<file path="src/rtl/ast_pkt_rr_arbiter_if.sv">
// Avalon-ST bundle for the packet arbiter: IN_DIRS_CNT sink lanes in, one merged source out.
// The slave modport is the arbiter's view; the master modport is the view of the logic around it.
interface ast_pkt_rr_arbiter_if #(
  parameter int BYTE_W      = 8,
  parameter int IN_DIRS_CNT = 4,
  parameter int AST_SYMBOLS = 1,
  parameter int AST_EMPTY_W = 1
);
  logic [IN_DIRS_CNT-1:0][AST_SYMBOLS-1:0][BYTE_W-1:0] ast_sink_data_i;
  logic [IN_DIRS_CNT-1:0]                              ast_sink_valid_i;
  logic [IN_DIRS_CNT-1:0]                              ast_sink_ready_o;
  logic [IN_DIRS_CNT-1:0][AST_EMPTY_W-1:0]             ast_sink_empty_i;
  logic [IN_DIRS_CNT-1:0]                              ast_sink_startofpacket_i;
  logic [IN_DIRS_CNT-1:0]                              ast_sink_endofpacket_i;

  logic [AST_SYMBOLS-1:0][BYTE_W-1:0]                  ast_source_data_o;
  logic                                                ast_source_valid_o;
  logic                                                ast_source_ready_i;
  logic [AST_EMPTY_W-1:0]                              ast_source_empty_o;
  logic                                                ast_source_startofpacket_o;
  logic                                                ast_source_endofpacket_o;

  modport slave (
    input  ast_sink_data_i, ast_sink_valid_i, ast_sink_empty_i,
    input  ast_sink_startofpacket_i, ast_sink_endofpacket_i,
    output ast_sink_ready_o,
    output ast_source_data_o, ast_source_valid_o, ast_source_empty_o,
    output ast_source_startofpacket_o, ast_source_endofpacket_o,
    input  ast_source_ready_i
  );

  modport master (
    output ast_sink_data_i, ast_sink_valid_i, ast_sink_empty_i,
    output ast_sink_startofpacket_i, ast_sink_endofpacket_i,
    input  ast_sink_ready_o,
    input  ast_source_data_o, ast_source_valid_o, ast_source_empty_o,
    input  ast_source_startofpacket_o, ast_source_endofpacket_o,
    output ast_source_ready_i
  );
endinterface

</file>
<file path="src/rtl/ast_pkt_rr_arbiter.sv">
// Packet-locked round-robin merge of IN_DIRS_CNT Avalon-ST sinks; one bubble per packet, then a comb path with ready passed through.
// Optional stall watchdog via `ARB_PKT_TIMEOUT_EN releases a lock whose sink stays silent for TIMEOUT_CYC cycles.
module ast_pkt_rr_arbiter #(
  parameter int BYTE_W      = 8,
  parameter int IN_DIRS_CNT = 4,
  parameter int AST_SYMBOLS = 1,
  parameter int AST_EMPTY_W = 1,
  parameter int TIMEOUT_CYC = 64
) (
  input  logic                   clk_i,
  input  logic                   rst_i,
  ast_pkt_rr_arbiter_if.slave    ast_if,
  output logic [IN_DIRS_CNT-1:0] grant_o,
  output logic                   timeout_o
);
  localparam int PTR_W = $clog2(IN_DIRS_CNT);

  typedef enum logic {IDLE, LOCK} state_e;

  state_e                 state_q, state_d;
  logic [IN_DIRS_CNT-1:0] grant_q, grant_d;
  logic [PTR_W-1:0]       gnt_idx_q, gnt_idx_d;
  logic [PTR_W-1:0]       rr_ptr_q, rr_ptr_d;
  logic [PTR_W-1:0]       pick_idx;
  logic [PTR_W-1:0]       ptr_after_gnt;
  logic                   pick_vld;
  logic                   gnt_vld;
  logic                   xfer;
  logic                   stall_expire;

  assign gnt_vld       = (state_q == LOCK) && ast_if.ast_sink_valid_i[gnt_idx_q];
  assign xfer          = gnt_vld && ast_if.ast_source_ready_i;
  assign ptr_after_gnt = (gnt_idx_q == PTR_W'(IN_DIRS_CNT - 1)) ? '0 : gnt_idx_q + 1'b1;

  // First valid sink at or after rr_ptr, wrapping around.
  always_comb begin
    int k;
    k        = 0;
    pick_vld = 1'b0;
    pick_idx = '0;
    for (int i = 0; i < IN_DIRS_CNT; i++) begin
      k = int'(rr_ptr_q) + i;
      if (k >= IN_DIRS_CNT) k = k - IN_DIRS_CNT;
      if (!pick_vld && ast_if.ast_sink_valid_i[k]) begin
        pick_vld = 1'b1;
        pick_idx = PTR_W'(k);
      end
    end
  end

`ifdef ARB_PKT_TIMEOUT_EN
  localparam int STALL_W = $clog2(TIMEOUT_CYC + 1);
  logic [STALL_W-1:0] stall_q, stall_d;

  always_comb begin
    stall_d = stall_q;
    if (state_q != LOCK || xfer) stall_d = '0;
    else if (!gnt_vld)           stall_d = stall_q + 1'b1;
  end

  always_ff @(posedge clk_i or posedge rst_i) begin
    if (rst_i) stall_q <= '0;
    else       stall_q <= stall_d;
  end

  assign stall_expire = (state_q == LOCK) && !gnt_vld && (stall_q == STALL_W'(TIMEOUT_CYC - 1));
`else
  assign stall_expire = 1'b0;
`endif

  always_ff @(posedge clk_i or posedge rst_i) begin
    if (rst_i) begin
      state_q   <= IDLE;
      grant_q   <= '0;
      gnt_idx_q <= '0;
      rr_ptr_q  <= '0;
    end else begin
      state_q   <= state_d;
      grant_q   <= grant_d;
      gnt_idx_q <= gnt_idx_d;
      rr_ptr_q  <= rr_ptr_d;
    end
  end

  always_comb begin
    state_d   = state_q;
    grant_d   = grant_q;
    gnt_idx_d = gnt_idx_q;
    rr_ptr_d  = rr_ptr_q;
    case (state_q)
      IDLE: begin
        if (pick_vld) begin
          state_d             = LOCK;
          gnt_idx_d           = pick_idx;
          grant_d             = '0;
          grant_d[pick_idx]   = 1'b1;
        end
      end
      LOCK: begin
        if ((xfer && ast_if.ast_sink_endofpacket_i[gnt_idx_q]) || stall_expire) begin
          state_d  = IDLE;
          grant_d  = '0;
          rr_ptr_d = ptr_after_gnt;
        end
      end
    endcase
  end

  // Source side is a pure mux of the locked sink; everything is forced to zero while idle.
  always_comb begin
    ast_if.ast_source_data_o          = '0;
    ast_if.ast_source_valid_o         = 1'b0;
    ast_if.ast_source_empty_o         = '0;
    ast_if.ast_source_startofpacket_o = 1'b0;
    ast_if.ast_source_endofpacket_o   = 1'b0;
    ast_if.ast_sink_ready_o           = '0;
    if (state_q == LOCK) begin
      ast_if.ast_source_data_o                = ast_if.ast_sink_data_i[gnt_idx_q];
      ast_if.ast_source_valid_o               = gnt_vld;
      ast_if.ast_source_empty_o               = ast_if.ast_sink_empty_i[gnt_idx_q];
      ast_if.ast_source_startofpacket_o       = ast_if.ast_sink_startofpacket_i[gnt_idx_q];
      ast_if.ast_source_endofpacket_o         = ast_if.ast_sink_endofpacket_i[gnt_idx_q];
      ast_if.ast_sink_ready_o[gnt_idx_q]      = ast_if.ast_source_ready_i;
    end
    grant_o   = grant_q;
    timeout_o = stall_expire;
  end
endmodule

</file>
<file path="src/flat_wrapper.sv">
// flat-port wrapper written by rule: the top's interface ports become plain ports
module ast_pkt_rr_arbiter_flat 
#(
  parameter int BYTE_W      = 8,
  parameter int IN_DIRS_CNT = 4,
  parameter int AST_SYMBOLS = 1,
  parameter int AST_EMPTY_W = 1,
  parameter int TIMEOUT_CYC = 64
)
  (clk_i, rst_i, grant_o, timeout_o, ast_if_ast_sink_data_i, ast_if_ast_sink_valid_i, ast_if_ast_sink_empty_i, ast_if_ast_sink_startofpacket_i, ast_if_ast_sink_endofpacket_i, ast_if_ast_sink_ready_o, ast_if_ast_source_data_o, ast_if_ast_source_valid_o, ast_if_ast_source_empty_o, ast_if_ast_source_startofpacket_o, ast_if_ast_source_endofpacket_o, ast_if_ast_source_ready_i);
  ast_pkt_rr_arbiter_if #(.BYTE_W(BYTE_W), .IN_DIRS_CNT(IN_DIRS_CNT), .AST_SYMBOLS(AST_SYMBOLS), .AST_EMPTY_W(AST_EMPTY_W)) ast_if_i ();
  input  logic clk_i;
  input  logic rst_i;
  output logic [IN_DIRS_CNT-1:0] grant_o;
  output logic timeout_o;
  input wire logic [$bits(ast_if_i.ast_sink_data_i)-1:0] ast_if_ast_sink_data_i;
  input wire logic [$bits(ast_if_i.ast_sink_valid_i)-1:0] ast_if_ast_sink_valid_i;
  input wire logic [$bits(ast_if_i.ast_sink_empty_i)-1:0] ast_if_ast_sink_empty_i;
  input wire logic [$bits(ast_if_i.ast_sink_startofpacket_i)-1:0] ast_if_ast_sink_startofpacket_i;
  input wire logic [$bits(ast_if_i.ast_sink_endofpacket_i)-1:0] ast_if_ast_sink_endofpacket_i;
  output wire logic [$bits(ast_if_i.ast_sink_ready_o)-1:0] ast_if_ast_sink_ready_o;
  output wire logic [$bits(ast_if_i.ast_source_data_o)-1:0] ast_if_ast_source_data_o;
  output wire logic [$bits(ast_if_i.ast_source_valid_o)-1:0] ast_if_ast_source_valid_o;
  output wire logic [$bits(ast_if_i.ast_source_empty_o)-1:0] ast_if_ast_source_empty_o;
  output wire logic [$bits(ast_if_i.ast_source_startofpacket_o)-1:0] ast_if_ast_source_startofpacket_o;
  output wire logic [$bits(ast_if_i.ast_source_endofpacket_o)-1:0] ast_if_ast_source_endofpacket_o;
  input wire logic [$bits(ast_if_i.ast_source_ready_i)-1:0] ast_if_ast_source_ready_i;
  assign ast_if_i.ast_sink_data_i = ast_if_ast_sink_data_i;
  assign ast_if_i.ast_sink_valid_i = ast_if_ast_sink_valid_i;
  assign ast_if_i.ast_sink_empty_i = ast_if_ast_sink_empty_i;
  assign ast_if_i.ast_sink_startofpacket_i = ast_if_ast_sink_startofpacket_i;
  assign ast_if_i.ast_sink_endofpacket_i = ast_if_ast_sink_endofpacket_i;
  assign ast_if_ast_sink_ready_o = ast_if_i.ast_sink_ready_o;
  assign ast_if_ast_source_data_o = ast_if_i.ast_source_data_o;
  assign ast_if_ast_source_valid_o = ast_if_i.ast_source_valid_o;
  assign ast_if_ast_source_empty_o = ast_if_i.ast_source_empty_o;
  assign ast_if_ast_source_startofpacket_o = ast_if_i.ast_source_startofpacket_o;
  assign ast_if_ast_source_endofpacket_o = ast_if_i.ast_source_endofpacket_o;
  assign ast_if_i.ast_source_ready_i = ast_if_ast_source_ready_i;
  ast_pkt_rr_arbiter #(.BYTE_W(BYTE_W), .IN_DIRS_CNT(IN_DIRS_CNT), .AST_SYMBOLS(AST_SYMBOLS), .AST_EMPTY_W(AST_EMPTY_W), .TIMEOUT_CYC(TIMEOUT_CYC)) u_core (.clk_i(clk_i), .rst_i(rst_i), .ast_if(ast_if_i), .grant_o(grant_o), .timeout_o(timeout_o));
endmodule
</file>
<file path="config.mk">
export PLATFORM = sky130hd
export DESIGN_NAME = ast_pkt_rr_arbiter_flat
export DESIGN_NICKNAME = d
export VERILOG_FILES = /design/src/rtl/ast_pkt_rr_arbiter_if.sv /design/src/rtl/ast_pkt_rr_arbiter.sv /design/src/flat_wrapper.sv
export SDC_FILE = /design/constraint.sdc
export NUM_CORES = 1
export LEC_CHECK = 0
export CAP_MARGIN = 10
export CORE_ASPECT_RATIO = 0.8
export CORE_UTILIZATION = 33
export DETAILED_ROUTE_END_ITERATION = 12
export PLACE_DENSITY_LB_ADDON = 0.2
export SKIP_LAST_GASP = 1
export SLEW_MARGIN = 0
export SYNTH_ARGS = -nofsm -noshare
export SYNTH_HDL_FRONTEND = slang
export SYNTH_SLANG_ARGS = --single-unit
export TNS_END_PERCENT = 20
</file>
<file path="constraint.sdc">
create_clock -name clk_i -period 2.35 [get_ports clk_i]
set_input_delay 0.705 -clock clk_i [delete_from_list [all_inputs] [get_ports clk_i]]
set_output_delay 0.705 -clock clk_i [all_outputs]
set_load 0.02 [all_outputs]
</file>
==> impl_metrics.ini <==
[run_status]
status = finished, violations left
violations = negative setup slack

[critical_path]
crit_end = ast_if_ast_source_endofpacket_o
critPathKind = in2out
cp.depth = 4
worstSetupEndpointType = output pin
slowest_stage = mux4_2
crit_required_ps = 1640
critPathLaunchType = primary input
path_max_fanout = 2
slowest_delay_ps = 470
cp.arrival_ps = 1700
r2r_end = u_core.rr_ptr_q[1]
path_cells = dlygate4sd2_1 > mux4_2 > and2_4 > buf_6
startpoint = ast_if_ast_sink_endofpacket_i[1]
ff2ff_setup_slack_ps = 350
r2r_start = u_core.gnt_idx_q[0]
critPathTopFamily = multiplexers
worst-path-buf-inv = 2
rr_worst_depth = 7

[cells_and_area]
utilization = 0.720
fin_nets = 224
n_antenna_cell = 0
fillers = 208
drive_above_1_share = 0.381
areaGrowthSynthToFinish_pct = 99.2

[routing]
vias = 1038
wire_per_inst_um = 14.7
dr.pass1.iters = 6
drtIter0Drc = 32
post_drt_via_cell_ratio = 5.09
wl_um = 2990
drc = 0
drtAntennaViolNets = 0

[placement]
pre_cts_slack_ps = -673
numPortBuffers = 70
place_congestion = 0.737
dpl.hpwl_um = 2360

[floorplanning]
dieHeight_um = 49.0
rows = 16
die_x_um = 60.8
die_area_sq_mm = 0.00298
core-area_sq_mm = 0.00252
start_util = 0.362
ioPinCount = 72

[yosys]
synth.cell_area_sq_um = 912
seq_area_frac_synth = 0.247
syn_area_per_cell_sq_um = 11.0
synthTopCellsByArea = mux4_2, dfrtp_1, and2_1, ha_1, and3_1
synth_top_area_cell = mux4_2
ys_types = 32
synth.ff_latch_count = 9
syn_inst = 83
synth_warnings = 0
synth_fp_nets = 138
synth.top_cell.area_share = 0.296

[timing]
fin_ws_ps = -57.4
setup_viol = 12
finClkSkew_ps = 8.75
timing.setup.tns_ps = -393
period_share = 1.02
fmax_mhz = 415
max_slew_margin = 0.589
rsz0062_at_grt = true
slew_violations = 0
tightest_slew_ps = 616
final.min_clock_period_ps = 2410
hold_viol = 0

[grt]
grtUsageMet1 = 0.227
grtUsageTotal = 0.203
overflow = 0
grt_busiest_layer = met2
first_global_vias = 1096
grt_pass1_wl_um = 4620
grt_max_degree = 20
use_met3 = 0.0477
met2_usage = 0.377
grt_antenna_before_repair = 0

[clock_network]
clockRootBuffer = clkbuf_4
cts_buffer_depth = 2
cts_tree = built
htreeDepth = 1
clk_pin_slew_ps = 70
cts_buffers = 3
insertion_delay_ps = 270
cts_sinks = 9

[power]
leakage_nw = 0.869
p_total_mw = 1.91
power_density_mw_per_mm2 = 1050
vdd_drop_max_v = 0.000671

[min_path]
hp-start = u_core.grant_o[1]
hold_class = reg2reg

[flow_run]
cap_violations = 0
==> cells in the final DEF, fill, tap and decap left out, drive strengths merged, types with 2 or more instances in the layout <==
cell / synthesis / layout
nand2: 3 / 3
inv: 5 / 5
o21ai: 3 / 3
ha: 4 / 4
clkdlybuf4s50: 0 / 5
mux4: 12 / 12
a32o: 2 / 2
nor3: 2 / 2
clkbuf: 1 / 4
clkdlybuf4s15: 0 / 18
buf: 5 / 28
dfrtp: 9 / 9
and2: 12 / 12
nor2: 2 / 2
nand2b: 2 / 2
dlygate4sd2: 0 / 34
a21oi: 2 / 2
nand3: 2 / 2
and3: 4 / 4
==> routing by layer <==
metal,share of wire,wire [um]
met1,0.36,1080
met2,0.52,1560
met3,0.099,297
met4,0.019,57
met5,0,0
==> flip-flops by register name (all words and copies together), names as in the netlist <==
| register | flops |
|---|---|
| u_core.gnt_idx_q | 2 |
| u_core.rr_ptr_q | 2 |
| u_core.grant_o | 4 |
| u_core.state_q | 1 |
==> cells in the mapped netlist <==
master,count
o21bai_1,1
a21o_1,1
mux2i_1,1
conb_1,1
ha_1,4
a21boi_1,1
nand4_4,1
o21ai_0,1
a21oi_1,2
and3_1,4
buf_6,1
a311oi_1,1
buf_4,1
or3_1,1
or2_1,1
mux4_2,12
a32o_1,2
buf_2,3
o31ai_1,1
inv_1,5
nor3_1,2
clkbuf_1,1
and2_1,12
dfrtp_1,9
o21ai_1,2
nor2b_1,1
nor2_1,2
nand3_1,2
nor4_1,1
nand2b_1,2
nand2_1,3
mux2_4,1
==> cell families (layout without fill, tap and decap cells) <==
kind of cell             Yosys count  after routing  synth area share
multiplexers                      14             14             0.324
adder cells (fa/ha/maj)            4              4            0.0549
AO/OA/AOI/OAI                     12             12            0.0919
buffers and inverters             11             96            0.0617
AND/OR/NAND/NOR                   32             32             0.217
other                              1              1           0.00411
flip-flops                         9              9             0.247
==> worst register-to-register path: cells and delay by family, from the launching register on <==
family        cells  cell delay, ps
simple gates      1              90
buf+inv           4             550
mux               2             820
flops             1             420
==> timing repair <==
item | CTS | global route
endpoints found under the setup margin | 16 | 16
hold buffers | 0 | 0
cloned | 0 | 1
gates resized for setup | 157 | 3
buffers inserted | 1 | 1
==> through the flow <==
stage,instance area (sq um),cells,hold slack (ps)
2_1_floorplan,912,83,483
3_3_place_gp,1740,197,500
3_5_place_dp,1740,197,498
4_1_cts,1780,202,521
5_1_grt,1820,204,553
6_report,1820,204,529
==> final cells by class <==
class / count / area (sq um) / share of cell area
sequential: 9 / 226 / 0.125
clock buffer: 3 / 22.5 / 0.0124
clock inverter: 1 / 5.00 / 0.00275
multi-input combinational: 63 / 661 / 0.364
inverter: 5 / 18.8 / 0.0103
tap: 36 / 45.0 / 0.0248
timing repair buffer: 87 / 838 / 0.461
==> worst min-delay path by stage <==
| stage | slack (ps) | cells past startpoint | end |
|---|---|---|---|
| after floorplan | 480 | 2 | u_core.rr_ptr_q[0] |
| after global placement | 500 | 2 | u_core.grant_o[1] |
| after detailed placement | 500 | 2 | u_core.grant_o[1] |
| after CTS | 520 | 2 | u_core.grant_o[1] |
| after global routing | 550 | 1 | u_core.grant_o[2] |
| final | 530 | 2 | u_core.grant_o[1] |
==> where the power goes <==
part           internal (mW)  switching [mW]
logic                  0.877           0.602
registers              0.225          0.0882
clock network         0.0628          0.0564
Power figures use the tool's default switching activity.
